[config.mk]
export PLATFORM = sky130hd
export DESIGN_NAME = fetch_request_queue
export DESIGN_NICKNAME = d
export VERILOG_FILES = /design/src/rtl/fetch_request_queue.sv
export SDC_FILE = /design/constraint.sdc
export NUM_CORES = 1
export LEC_CHECK = 0
export ABC_AREA = 1
export CAP_MARGIN = 20
export CORE_MARGIN = 2
export CORE_UTILIZATION = 45
export DETAILED_ROUTE_END_ITERATION = 12
export PLACE_DENSITY_LB_ADDON = 0.08
export REMOVE_ABC_BUFFERS = 1
export SLEW_MARGIN = 10
export SYNTH_ARGS = -nofsm -noshare
export SYNTH_HDL_FRONTEND = slang
export SYNTH_SLANG_ARGS = --single-unit
[constraint.sdc]
create_clock -name clk_i -period 3.45 [get_ports clk_i]
set_clock_uncertainty 0.1 [all_clocks]
set_input_delay 0.345 -clock clk_i [delete_from_list [all_inputs] [get_ports clk_i]]
set_output_delay 0.345 -clock clk_i [all_outputs]
set_load 0.01 [all_outputs]
[src/rtl/fetch_request_queue.sv]
// fetch_request_queue
//   Fetch request queue between the fetch unit / instruction memory and the
//   decoder. An entry is allocated when a request issues (address plus
//   prediction flags). It is filled when the instruction returns, in request
//   order. Only filled entries are shown to decode. Requests still in flight
//   when a flush happens are counted, and their late returns are dropped.
//
// Ports:
//   clk_i, rst_n_i          clock, asynchronous active-low reset
//   flush_i                 discard all entries, mark in-flight requests stale
//   alloc_i, alloc_*_i      request issue: address, speculative, taken
//   fill_i, fill_instruction_i  instruction return (in request order)
//   read_i                  decoder pops the head entry
//   valid_o                 head entry allocated and filled
//   instruction_o           head instruction, NOP_WORD when !valid_o
//   address_o, speculative_o, taken_o  head entry fields
//   count_o, empty_o, full_o, almost_full_o  registered occupancy status
//   fill_error_o            one-cycle pulse after a fill with nothing outstanding
module fetch_request_queue #(
    parameter int              DEPTH          = 8,
    parameter int              XLEN           = 32,
    parameter int              ALMOST_FULL_TH = 6,
    parameter logic [XLEN-1:0] NOP_WORD       = 32'h00000013
) (
    input  logic                       clk_i,
    input  logic                       rst_n_i,
    input  logic                       flush_i,
    input  logic                       alloc_i,
    input  logic [XLEN-1:0]            alloc_address_i,
    input  logic                       alloc_speculative_i,
    input  logic                       alloc_taken_i,
    input  logic                       fill_i,
    input  logic [XLEN-1:0]            fill_instruction_i,
    input  logic                       read_i,
    output logic                       valid_o,
    output logic [XLEN-1:0]            instruction_o,
    output logic [XLEN-1:0]            address_o,
    output logic                       speculative_o,
    output logic                       taken_o,
    output logic [$clog2(DEPTH):0]     count_o,
    output logic                       empty_o,
    output logic                       full_o,
    output logic                       almost_full_o,
    output logic                       fill_error_o
);

    localparam int PW = $clog2(DEPTH) + 1;
    localparam int IW = PW - 1;

    typedef logic [PW-1:0] ptr_t;

    ptr_t alloc_ptr_q, fill_ptr_q, read_ptr_q, drop_cnt_q;
    ptr_t alloc_ptr_d, fill_ptr_d, read_ptr_d, drop_cnt_d;
    ptr_t count_q, count_d;
    logic empty_q, full_q, afull_q, fill_err_q, fill_err_d;

    logic [XLEN-1:0] addr_mem  [DEPTH];
    logic [XLEN-1:0] instr_mem [DEPTH];
    logic            spec_mem  [DEPTH];
    logic            taken_mem [DEPTH];

    logic          alloc_we, fill_we;
    logic [IW-1:0] alloc_idx;
    ptr_t          drop_sum;

    always_comb begin
        alloc_ptr_d = alloc_ptr_q;
        fill_ptr_d  = fill_ptr_q;
        read_ptr_d  = read_ptr_q;
        drop_cnt_d  = drop_cnt_q;
        fill_err_d  = 1'b0;
        alloc_we    = 1'b0;
        fill_we     = 1'b0;
        alloc_idx   = alloc_ptr_q[IW-1:0];
        drop_sum    = '0;

        if (flush_i) begin
            // Requests not yet filled become stale returns. A fill arriving in
            // the flush cycle consumes one of them.
            drop_sum = (alloc_ptr_q - fill_ptr_q) + drop_cnt_q;
            if (fill_i && drop_sum != '0)
                drop_sum = drop_sum - PW'(1);
            drop_cnt_d = drop_sum;
            read_ptr_d = '0;
            fill_ptr_d = '0;
            if (alloc_i) begin
                alloc_we    = 1'b1;
                alloc_idx   = '0;
                alloc_ptr_d = PW'(1);
            end else begin
                alloc_ptr_d = '0;
            end
        end else begin
            if (alloc_i && !full_q) begin
                alloc_we    = 1'b1;
                alloc_ptr_d = alloc_ptr_q + PW'(1);
            end
            if (fill_i) begin
                if (drop_cnt_q != '0) begin
                    drop_cnt_d = drop_cnt_q - PW'(1);
                end else if (fill_ptr_q != alloc_ptr_q) begin
                    fill_we    = 1'b1;
                    fill_ptr_d = fill_ptr_q + PW'(1);
                end else begin
                    fill_err_d = 1'b1;
                end
            end
            if (read_i && valid_o)
                read_ptr_d = read_ptr_q + PW'(1);
        end

        count_d = alloc_ptr_d - read_ptr_d;
    end

    always_ff @(posedge clk_i or negedge rst_n_i) begin
        if (!rst_n_i) begin
            alloc_ptr_q <= '0;
            fill_ptr_q  <= '0;
            read_ptr_q  <= '0;
            drop_cnt_q  <= '0;
            count_q     <= '0;
            empty_q     <= 1'b1;
            full_q      <= 1'b0;
            afull_q     <= 1'b0;
            fill_err_q  <= 1'b0;
        end else begin
            alloc_ptr_q <= alloc_ptr_d;
            fill_ptr_q  <= fill_ptr_d;
            read_ptr_q  <= read_ptr_d;
            drop_cnt_q  <= drop_cnt_d;
            count_q     <= count_d;
            empty_q     <= (count_d == '0);
            full_q      <= (count_d == PW'(DEPTH));
            afull_q     <= (count_d >= PW'(ALMOST_FULL_TH));
            fill_err_q  <= fill_err_d;
        end
    end

    // Storage is cleared on reset so the head fields read zero out of reset.
    always_ff @(posedge clk_i or negedge rst_n_i) begin
        if (!rst_n_i) begin
            addr_mem  <= '{default: '0};
            instr_mem <= '{default: '0};
            spec_mem  <= '{default: 1'b0};
            taken_mem <= '{default: 1'b0};
        end else begin
            if (alloc_we) begin
                addr_mem[alloc_idx]  <= alloc_address_i;
                spec_mem[alloc_idx]  <= alloc_speculative_i;
                taken_mem[alloc_idx] <= alloc_taken_i;
            end
            if (fill_we)
                instr_mem[fill_ptr_q[IW-1:0]] <= fill_instruction_i;
        end
    end

    always_comb begin
        valid_o       = (fill_ptr_q != read_ptr_q);
        instruction_o = valid_o ? instr_mem[read_ptr_q[IW-1:0]] : NOP_WORD;
        address_o     = addr_mem[read_ptr_q[IW-1:0]];
        speculative_o = spec_mem[read_ptr_q[IW-1:0]];
        taken_o       = taken_mem[read_ptr_q[IW-1:0]];
        count_o       = count_q;
        empty_o       = empty_q;
        full_o        = full_q;
        almost_full_o = afull_q;
        fill_error_o  = fill_err_q;
    end

endmodule

# Yosys cells after proc, flatten, opt, wreduce, memory -nomap -nowiden

Cells that the tools add are included.

Add/sub/neg operators: 8
$mul: 0
Divide/modulo/power cells: 0
$lt $le $gt $ge: 6
Equal/unequal tests: 4
Shift-type cells: 0
Multiplexer cells: 49
Bitwise operators: 3
Reduce and logical (&&, ||, !) cells: 14

Operators with widths:

| cell                  | number |
|---|---|
| $bwmux W256           | 2 |
| $mux W32              | 7 |
| $bmux W32 S3          | 2 |
| $demux W32 S3         | 2 |
| $mux W4               | 12 |
| $mux W1               | 17 |
| $bwmux W8             | 2 |
| $add A4 B1 Y4 const B | 3 |
| $ge A4 B4 Y1 const B  | 3 |
| $not A3 Y4            | 3 |
| $lt A4 B1 Y1 const B  | 2 |
| $ne A4 B4 Y1          | 2 |
| $reduce_bool A4 Y1    | 2 |
| $sub A4 B1 Y4 const B | 2 |
| $sub A4 B4 Y4         | 2 |
| $bmux W1 S3           | 2 |
| $mux W3               | 2 |
| $reduce_bool A2 Y1    | 3 |
| $logic_and A1 B1 Y1   | 5 |
| $add A4 B4 Y4         | 1 |
| $eq A4 B4 Y1 const B  | 1 |
| $ge A4 B3 Y1 const B  | 1 |
| $logic_not A4 Y1      | 1 |
| $demux W1 S3          | 1 |
| other kinds (4)       | 4 |

Register bits: 552
Latch bits: 0
Bits in writable memories: 0
ROM bits: 0
Input port bits: 72
Memories kept: 0

# Longest topological paths before layout

Gate-level depths: netlist of run 1.

Depth after elaboration: 8
Depth in mapped cells: 16
Gate-level depth less buffers: 15

# Least setup slack after synthesis of run 1

No wires, ideal clock.

Kind: reg-to-reg
Start: register read_ptr_q[1]
End: register afull_q, in the netlist almost_full_o
Setup time: 0.131 ns
Arrival: 2.421 ns
Required time: 3.219 ns
Path slack: 0.797 ns
Cell stages (with the launch flop): 14
Buffers on the path: 3
Clock period less this slack: 2.653 ns
Cell sequence: dfrtp_1 clkbuf_1 clkbuf_1 buf_2 a21oi_1 nor3_1 inv_1 ha_1 nand2_1 o21ai_0 xor2_1 inv_1 nand2_1 o211ai_1

Cells in the longest elaborated chain, start to end: 6
Elaborated cells between the ends (all ways): 7
Those cells by class: add/sub (2); order compare (1); eq/ne (1); mux (2); reduce/logical (1)

RTL lines:

| element                                               | line | source |
|---|---|---|
| start: declaration                                    | 52   | `ptr_t alloc_ptr_q, fill_ptr_q, read_ptr_q, drop_cnt_q;` |
| start signal: assignment                              | 129  | `read_ptr_q <= read_ptr_d;` |
| branches (longest 2 deep; another with $add A4 B1 Y4) | --   |  |
| $mux W4 (*)                                           | 108  | `if (read_i && valid_o)` |
| $mux W4 (*)                                           | 77   | `if (flush_i) begin` |
| via read_ptr_d[1]                                     | 53   | `ptr_t alloc_ptr_d, fill_ptr_d, read_ptr_d, drop_cnt_d;` |
| $sub A4 B4 Y4 (*)                                     | 112  | `count_d = alloc_ptr_d - read_ptr_d;` |
| $ge A4 B3 Y1 (*)                                      | 134  | `afull_q <= (count_d >= PW'(ALMOST_FULL_TH));` |
| end signal: assignment                                | 134  |  |
| end: declaration                                      | 55   | `logic empty_q, full_q, afull_q, fill_err_q, fill_err_d;` |

Mark *: on every way through the listed nets, which the timed path passes.
A chain may end at the register's enable or synchronous reset.

# Worst setup path after layout of run 1

Start: register read_ptr_q[0]
End: output port address_o[4]

Cells in the longest elaborated chain, start to end: 4

RTL lines:

| element                                     | line | source |
|---|---|---|
| $not A3 Y4 (not written as such)            | 160  | `address_o = addr_mem[read_ptr_q[IW-1:0]];` |
| $bmux W32 S3                                | 160  |  |
| $mux W32 (not written as such) (2 in a row) | 160  |  |
| end: declaration                            | 37   | `output logic [XLEN-1:0] address_o,` |

Every way passes these cells. The select of a mux whose other input is x is not followed.

==> results of run 1 <==
-- cell usage after synthesis --
master and instances:
nand4_1 2, buf_2 35, nor3_2 2, nand2_2 5, nand3_1 27, xnor2_1 3
nor3b_1 1, clkinv_1 1, o31ai_1 1, a221o_1 6, nor4_2 1, clkbuf_2 11
nor2_1 264, a21oi_1 126, ha_1 14, o211ai_1 1, o21ai_0 855, xor2_1 5
nand4_2 1, dfstp_2 1, fa_1 4, inv_1 213, nor4_1 1, inv_2 3
o22ai_1 29, a31oi_1 65, nor3_4 1, nor3_1 3, buf_1 16, nor2_4 1
or2_2 1, nand3_2 4, nand2_1 594, o21bai_1 1, dfrtp_1 551, buf_4 2
clkbuf_1 147
-- path summary, 6_finish.rpt --
kind                                  endpoint  slack, ps  cells past startpoint           startpoint
worst max-delay path              address_o[4]        110                      8        read_ptr_q[0]
worst min-delay path              addr_mem[58]        230                      2              rst_n_i
worst max register to register         empty_o        540                     14        read_ptr_q[1]
worst min register to register   addr_mem[145]        380                      2        addr_mem[145]
max in group asynchronous       instr_mem[188]       2070                      3              rst_n_i
min in group clk_i               addr_mem[117]        290                      3  alloc_address_i[21]
-- where the power goes --
group	internal [mW]	switching [mW]	leakage (nW)
Clock	4.26	2.63	1.06
Combinational	3.67	5.41	5.27
Sequential	7.97	0.655	7.17
Total	15.9	8.70	13.5
-- metrics by stage --
stage | utilization | std cells
after floorplan | - | 2787
after detailed placement | 0.495 | 3738
final | 0.539 | 3857
after global placement | 0.495 | 3738
after CTS | 0.536 | 3852
after global routing | 0.539 | 3857
-- state kept, by name (all words and copies together) (netlist names) --
name           count
drop_cnt_q         4
empty_o            1
fill_error_o       1
alloc_ptr_q        4
count_o            4
taken_mem          8
read_ptr_q         4
addr_mem         256
fill_ptr_q         4
full_o             1
instr_mem        256
almost_full_o      1
spec_mem           8
-- cell type report --
class | count | area (µm²)
Timing Repair inverter | 1 | 8.76
Clock inverter | 16 | 295
Sequential cell | 552 | 13800
Timing Repair Buffer | 211 | 2350
Tap cell | 748 | 936
Clock buffer | 94 | 1850
Multi-Input combinational cell | 2018 | 9540
Fill cell | 5093 | 25300
Inverter | 217 | 848
-- logic make-up (layout without fill, tap and decap cells) --
logic type	count (synthesis)	count (layout)	share of synthesized area
compound gates	1084	1084	0.224
xor+xnor	8	8	0.00281
flops	552	552	0.554
simple gates	908	908	0.142
fa+ha+maj	18	18	0.0102
buf+inv	428	539	0.0670
-- worst max-delay path, delay by kind of cell, from the launching register on --
| kind | cells | cell delay [ps] |
|---|---|---|
| buffers and inverters | 3 | 1030 |
| and+or+nand+nor | 1 | 60 |
| AOI/OAI and AO/OA | 4 | 600 |
| DFF | 1 | 550 |
-- per-layer routing --
metal,global-route usage,up-vias
met1,0.322,10100
met2,0.406,525
met3,0.0337,85
met5,0,-
met4,0.0585,0
li1,-,10100
-- what timing repair did --
item | CTS | global route
buffers inserted | 1 | 2
resized for setup | 4 | 16
setup endpoints to repair | 47 | 24
gates cloned | 2 | 3
endpoints found under the hold margin | 71 | 0
hold buffers | 1 | 0
==> metrics.txt, run 1 <==
Synth Instances=between 2000 and 3000; Max Root-Sink Buffers=3; Max-cap violations=0; yosys warns=0; first-pass GRT wire length=110000 µm; Fmax=0.299 GHz; ANT cells=0; cell mode on critical path=o21ai_0; post-DR vias/cell=5.40; die width=~240 µm; critical path class=reg -> out; Post-Syn Area=0.0249 mm²; Total GRT Usage=0.239; largest net degree at the start of global routing=84; worst path cell trace=clkinv_16, buf_12, a21oi_1, o21ai_0, o21ai_0, nor2_1, a31oi_1, clkdlybuf4s50_1; max-slew violations=0; Synth area leaders=dfrtp_1 (55%), o21ai_0 (17%), nand2_1 (8.9%); max layer used=met4; worst ir drop on vdd=0.419 mV; Final nets=3151; CTS tree=yes; status=completed; total chip power=24.6 mW; final WL=68300 µm; worst setup margin=~110 ps; Critical Path RT=3000 ps; Slew HR=0.457; startpoint class of the critical path=register; port bufs=146; Num CTS Buffers=60; met3 WL=~3400 µm; layout cells sized above 1=0.0643; worst-margin pin slew=just over 800 ps; final period utilization=0.969; P&R area growth vs syn=18.9%; most frequent cells in the layout=o21ai_0 (855), nand2_1 (592), dfrtp_1 (548); clock root cell=clkbuf_16; starting density of the core=0.454; die height=about 240 µm; Area after DPL=~0.027 mm²; total leakage power=between 10 and 15 nW; DRT iter0 DRCs=around 1500; dpl ws=around 550 ps; flops & latches, synth=roughly 550; I/O Pins=147; initial antenna violation count=0; worst hold path class=in -> async; DRT Pass-1 Iters=5; post-synth top area cell=dfrtp_1; commonest non-fill, non-tap cell in the layout=o21ai_0; CP max stage delay=between 600 and 700 ps; via count=approximately 21000; clock latency on the worst-skew pair=slightly above 600 ps; top cell type's share of synthesized area=0.553; DR WL/cell=~18 µm; clock sink count=around 550; RePlAce Congestion=slightly below 0.8; routed wl met2=~33000 µm; min Tclk post-route=roughly 3300 ps; CP arrival=approximately 2900 ps; vias in the first global route=just over 20000; WL met1=between 30000 and 40000 µm; Final Hold Fails=0; PD cells=approximately 830 mW/mm²; critical path's slowest cell=clkdlybuf4s50_1; CP Capture Type=primary output; total gr overflow=0; sequential area share after synthesis=0.554; Netlist cell types=37; worst hold slack=about 230 ps; Detail Route Antenna Nets=0; H-Tree Depth=2; Reg clk slew, reported paths=60 ps; final setup fails=0; Post-Layout Inst Area=0.0296 mm²; core area=around 0.055 mm²; row count=86; die area=0.0573 mm²; Syn Area/Cell=between 8 and 9 µm²; CP max FO=44; dpl hpwl=approximately 37000 µm; Setup TNS=0 ps; Residual DRC=0
Power figures use the tool's default switching activity.
==> run 2, diff against run 1 <==
--- a/config.mk
+++ b/config.mk
@@ -7,6 +7,7 @@
 export LEC_CHECK = 0
 export ABC_AREA = 1
 export CAP_MARGIN = 20
+export CORE_ASPECT_RATIO = 1.4
 export CORE_MARGIN = 2
 export CORE_UTILIZATION = 45
 export DETAILED_ROUTE_END_ITERATION = 12
==> metrics.txt, run 2 (synthesis gave the netlist of run 1 again) <==
max-slew violations=0; post-DR vias/cell=5.41; layout cells sized above 1=0.0656; I/O Pins=147; Final nets=3155; Critical Path RT=3000 ps; clock root cell=clkbuf_16; critical path class=reg -> out; total leakage power=~13 nW; final period utilization=0.979; ANT cells=0; total gr overflow=0; clock sink count=between 500 and 600; final WL=roughly 70000 µm; clock latency on the worst-skew pair=about 600 ps; P&R area growth vs syn=18.5%; Max Root-Sink Buffers=3; Final Hold Fails=0; worst hold slack=around 200 ps; PD cells=approximately 800 mW/mm²; first-pass GRT wire length=113000 µm; worst hold path class=in -> async; worst setup margin=about 74 ps; dpl ws=~440 ps; H-Tree Depth=2; biggest registers after layout=addr_mem: 256 flops, instr_mem: 256 flops; most frequent cells in the layout=o21ai_0 (855), nand2_1 (592), dfrtp_1 (548); status=completed; Num CTS Buffers=56; largest net degree at the start of global routing=83; CP max FO=35; dpl hpwl=approximately 40000 µm; row count=102; CTS tree=yes; die area=0.0573 mm²; core area=between 0.05 and 0.06 mm²; via count=roughly 21000; Detail Route Antenna Nets=0; Finished Layout Cells=~3800; DRT Pass-1 Iters=8; RePlAce Congestion=around 0.81; DR WL/cell=~18 µm; Fmax=0.296 GHz; DRT iter0 DRCs=~1400; initial antenna violation count=0; Reg clk slew, reported paths=70 ps; starting density of the core=0.453; Residual DRC=0; vias in the first global route=about 21000; total chip power=24.2 mW; DP Cell Count=between 3000 and 4000; die width=between 200 and 250 µm; Slew HR=0.496; Setup TNS=0 ps; min Tclk post-route=roughly 3400 ps; CP arrival=just under 3000 ps; startpoint class of the critical path=register; commonest non-fill, non-tap cell in the layout=o21ai_0; worst ir drop on vdd=0.431 mV; final setup fails=0; number of fillers in the final layout=between 5000 and 6000; Total GRT Usage=0.247; RSZ-0062 raised after global routing=yes; Max-cap violations=0; die height=283 µm; CP Capture Type=primary output; port bufs=about 150; worst-margin pin slew=roughly 760 ps
run 2: worst paths after layout:
path | startpoint | endpoint | slack [ps] | cells after the start
worst max-delay path | read_ptr_q[0] | instruction_o[26] | 70 | 7
worst min-delay path | rst_n_i | addr_mem[65] | 210 | 2
worst max register to register | alloc_ptr_q[1] | drop_cnt_q[1] | 460 | 13
worst min register to register | instr_mem[143] | instr_mem[143] | 380 | 2
max in group asynchronous | rst_n_i | instr_mem[255] | 2110 | 4
min in group clk_i | alloc_address_i[12] | addr_mem[44] | 310 | 3
run 2: report_power, final:
part | internal, mW | switching (mW) | leakage, nW
combinational | 3.65 | 5.35 | 5.31
sequential | 7.96 | 0.694 | 7.17
clock | 3.96 | 2.59 | 1.00
run 2: per-layer routing:
| metal | up-vias | track usage | part of all wire |
|---|---|---|---|
| met5 | - | 0 | 0 |
| met4 | 0 | 0.0801 | 0.029 |
| met3 | 135 | 0.0298 | 0.044 |
| met2 | 487 | 0.431 | 0.49 |
| met1 | 10100 | 0.320 | 0.43 |
| li1 | 10100 | - | - |
run 2: layout make-up:
cell class,count,area (µm²),share of cell area
Timing Repair Buffer,219,2440,0.0827
Sequential cell,552,13800,0.468
Clock inverter,19,270,0.00915
Clock buffer,85,1730,0.0586
Multi-Input combinational cell,2018,9510,0.322
Inverter,217,847,0.0287
Timing Repair inverter,1,8.76,0.000296
Tap cell,728,911,0.0308
run 2: timing repair:
action | 4_1_cts | 5_1_grt
hold endpoints to repair | 57 | 0
gates cloned | 2 | 2
buffers inserted | 0 | 2
setup endpoints to repair | 58 | 30
resized for setup | 12 | 5
hold buffers | 1 | 0
run 2: per-stage QoR:
step	instance area, µm²	utilization
2_1_floorplan	24100	-
3_3_place_gp	27300	0.497
3_5_place_dp	27300	0.497
4_1_cts	29500	0.536
5_1_grt	29500	0.537
6_report	29500	0.537
run 2: critical path: stages, from the launching register on:
cell	delay, ps
dfrtp_4	590
xor2_1	160
nor2_1	50
nand2_1	140
buf_12	270
o21ai_0	140
a31oi_1	320
clkdlybuf4s50_1	620
==> run 3, diff against run 2 <==
--- a/config.mk
+++ b/config.mk
@@ -9,7 +9,7 @@
 export CAP_MARGIN = 20
 export CORE_ASPECT_RATIO = 1.4
 export CORE_MARGIN = 2
-export CORE_UTILIZATION = 45
+export CORE_UTILIZATION = 55
 export DETAILED_ROUTE_END_ITERATION = 12
 export PLACE_DENSITY_LB_ADDON = 0.08
 export REMOVE_ABC_BUFFERS = 1
==> metrics.txt, run 3 (synthesis gave the netlist of run 1 again) <==
Critical Path RT=3000 ps; Num CTS Buffers=54; ANT cells=0; H-Tree Depth=2; Slew HR=0.363; CP max stage delay=roughly 600 ps; worst path cell trace=xor2_1, nor2_1, nand2_1, buf_12, o21ai_0, a31oi_2, clkdlybuf4s50_1; I/O Pins=147; final WL=63900 µm; Residual DRC=0; Detail Route Antenna Nets=0; die area=roughly 0.047 mm²; via count=around 21000; Critical R2R Launch=read_ptr_q[0]; Max Root-Sink Buffers=3; post-DR vias/cell=between 5 and 6; Fmax=approximately 0.3 GHz; Total GRT Usage=0.272; worst-margin pin slew=about 960 ps; first-pass GRT wire length=approximately 100000 µm; critical path's slowest cell=clkdlybuf4s50_1; clock root cell=clkbuf_16; biggest registers after layout=addr_mem: 256 flops, instr_mem: 256 flops; worst hold path class=in -> async; dpl hpwl=37000 µm; total leakage power=approximately 13 nW; vias in the first global route=20100; die height=roughly 260 µm; CP Capture Type=primary output; Crit Reg-Reg Endpoint=empty_o; Post-Layout Inst Area=around 0.03 mm²; Area after DPL=between 0.02 and 0.03 mm²; DR WL/cell=around 17 µm; row count=92; critical path class=reg -> out; Final Hold Fails=0; DRT Pass-1 Iters=6; number of fillers in the final layout=about 3800; max-slew violations=0; min Tclk post-route=about 3300 ps; core area=approximately 0.045 mm²; commonest non-fill, non-tap cell in the layout=o21ai_0; Finished Layout Cells=about 3700; CP arrival=roughly 2900 ps; port bufs=~150; Max-cap violations=0; die width=around 180 µm; status=completed; Reg clk slew, reported paths=60 ps; CTS tree=yes; DRT iter0 DRCs=approximately 1700; final period utilization=0.967; most frequent cells in the layout=o21ai_0 (854), nand2_1 (592), dfrtp_1 (548); final core occ=0.650; worst ir drop on vdd=roughly 0.44 mV; largest net degree at the start of global routing=between 90 and 100; total gr overflow=0; final setup fails=0; startpoint class of the critical path=register; Setup TNS=0 ps; P&R area growth vs syn=17.1%; initial antenna violation count=2; clock latency on the worst-skew pair=~600 ps; clock sink count=552; layout cells sized above 1=0.0594; Worst Path Buf+Inv=2; PD cells=about 810 mW/mm²; dpl ws=a little under 400 ps; Register-to-Register Path Depth=15; cell family contributing the most delay on the critical path=buffers and inverters; DP Cell Count=roughly 3600; RePlAce Congestion=roughly 0.84; worst setup margin=approximately 110 ps; starting density of the core=0.556; CP max FO=35; Final nets=about 3100; FF-to-FF setup slack=between 300 and 400 ps
run 3: layer usage:
layer / wire length, µm / share of wire / GRT usage / up-vias
li1: - / - / - / 10100
met1: 26900 / 0.42 / 0.357 / 10100
met2: 31700 / 0.50 / 0.471 / 623
met3: 3590 / 0.056 / 0.0351 / 122
met4: 1600 / 0.025 / 0.0820 / 4
met5: 21 / 0.00033 / 0 / -
run 3: how the worst max path moves through the flow:
stage	startpoint	end	slack [ps]	cells past startpoint
after floorplan	read_ptr_q[0]	full_o	-6470	9
final	read_ptr_q[0]	instruction_o[5]	110	7
after global placement	read_ptr_q[1]	empty_o	320	14
after detailed placement	read_ptr_q[1]	empty_o	400	14
after global routing	read_ptr_q[0]	address_o[30]	-0.7	9
after CTS	read_ptr_q[0]	instruction_o[21]	20	6
run 3: stage by stage:
stage / hold slack (ps) / power (mW)
after global placement: 316 / 17.2
final: 278 / 23.6
after detailed placement: 316 / 17.4
after floorplan: -50.6 / 13.9
after CTS: 290 / 23.6
after global routing: 329 / 25.2
run 3: power breakdown:
part           total [mW]  internal, mW  switching, mW  leakage, nW
Clock                6.11          3.65           2.46        0.921
Combinational        8.83          3.60           5.23         5.31
Sequential           8.64          7.96          0.675         7.17
Total                23.6          15.2           8.36         13.4
run 3: cell type report:
cell class                 instances  area (µm²)  share of cell area
tap                              564         706              0.0242
timing repair inverter             1        11.3            0.000386
clock inverter                     8         119             0.00407
sequential                       552       13800               0.473
timing repair buffer             211        2420              0.0828
clock buffer                      93        1750              0.0600
inverter                         217         853              0.0292
multi-input combinational       2018        9510               0.326
run 3: what timing repair did:
action | CTS | global route
resized for setup | 9 | 14
endpoints found under the setup margin | 40 | 25
hold buffers | 1 | 0
hold endpoints to repair | 71 | 0
setup buffers | 1 | 5
cloned | 0 | 1
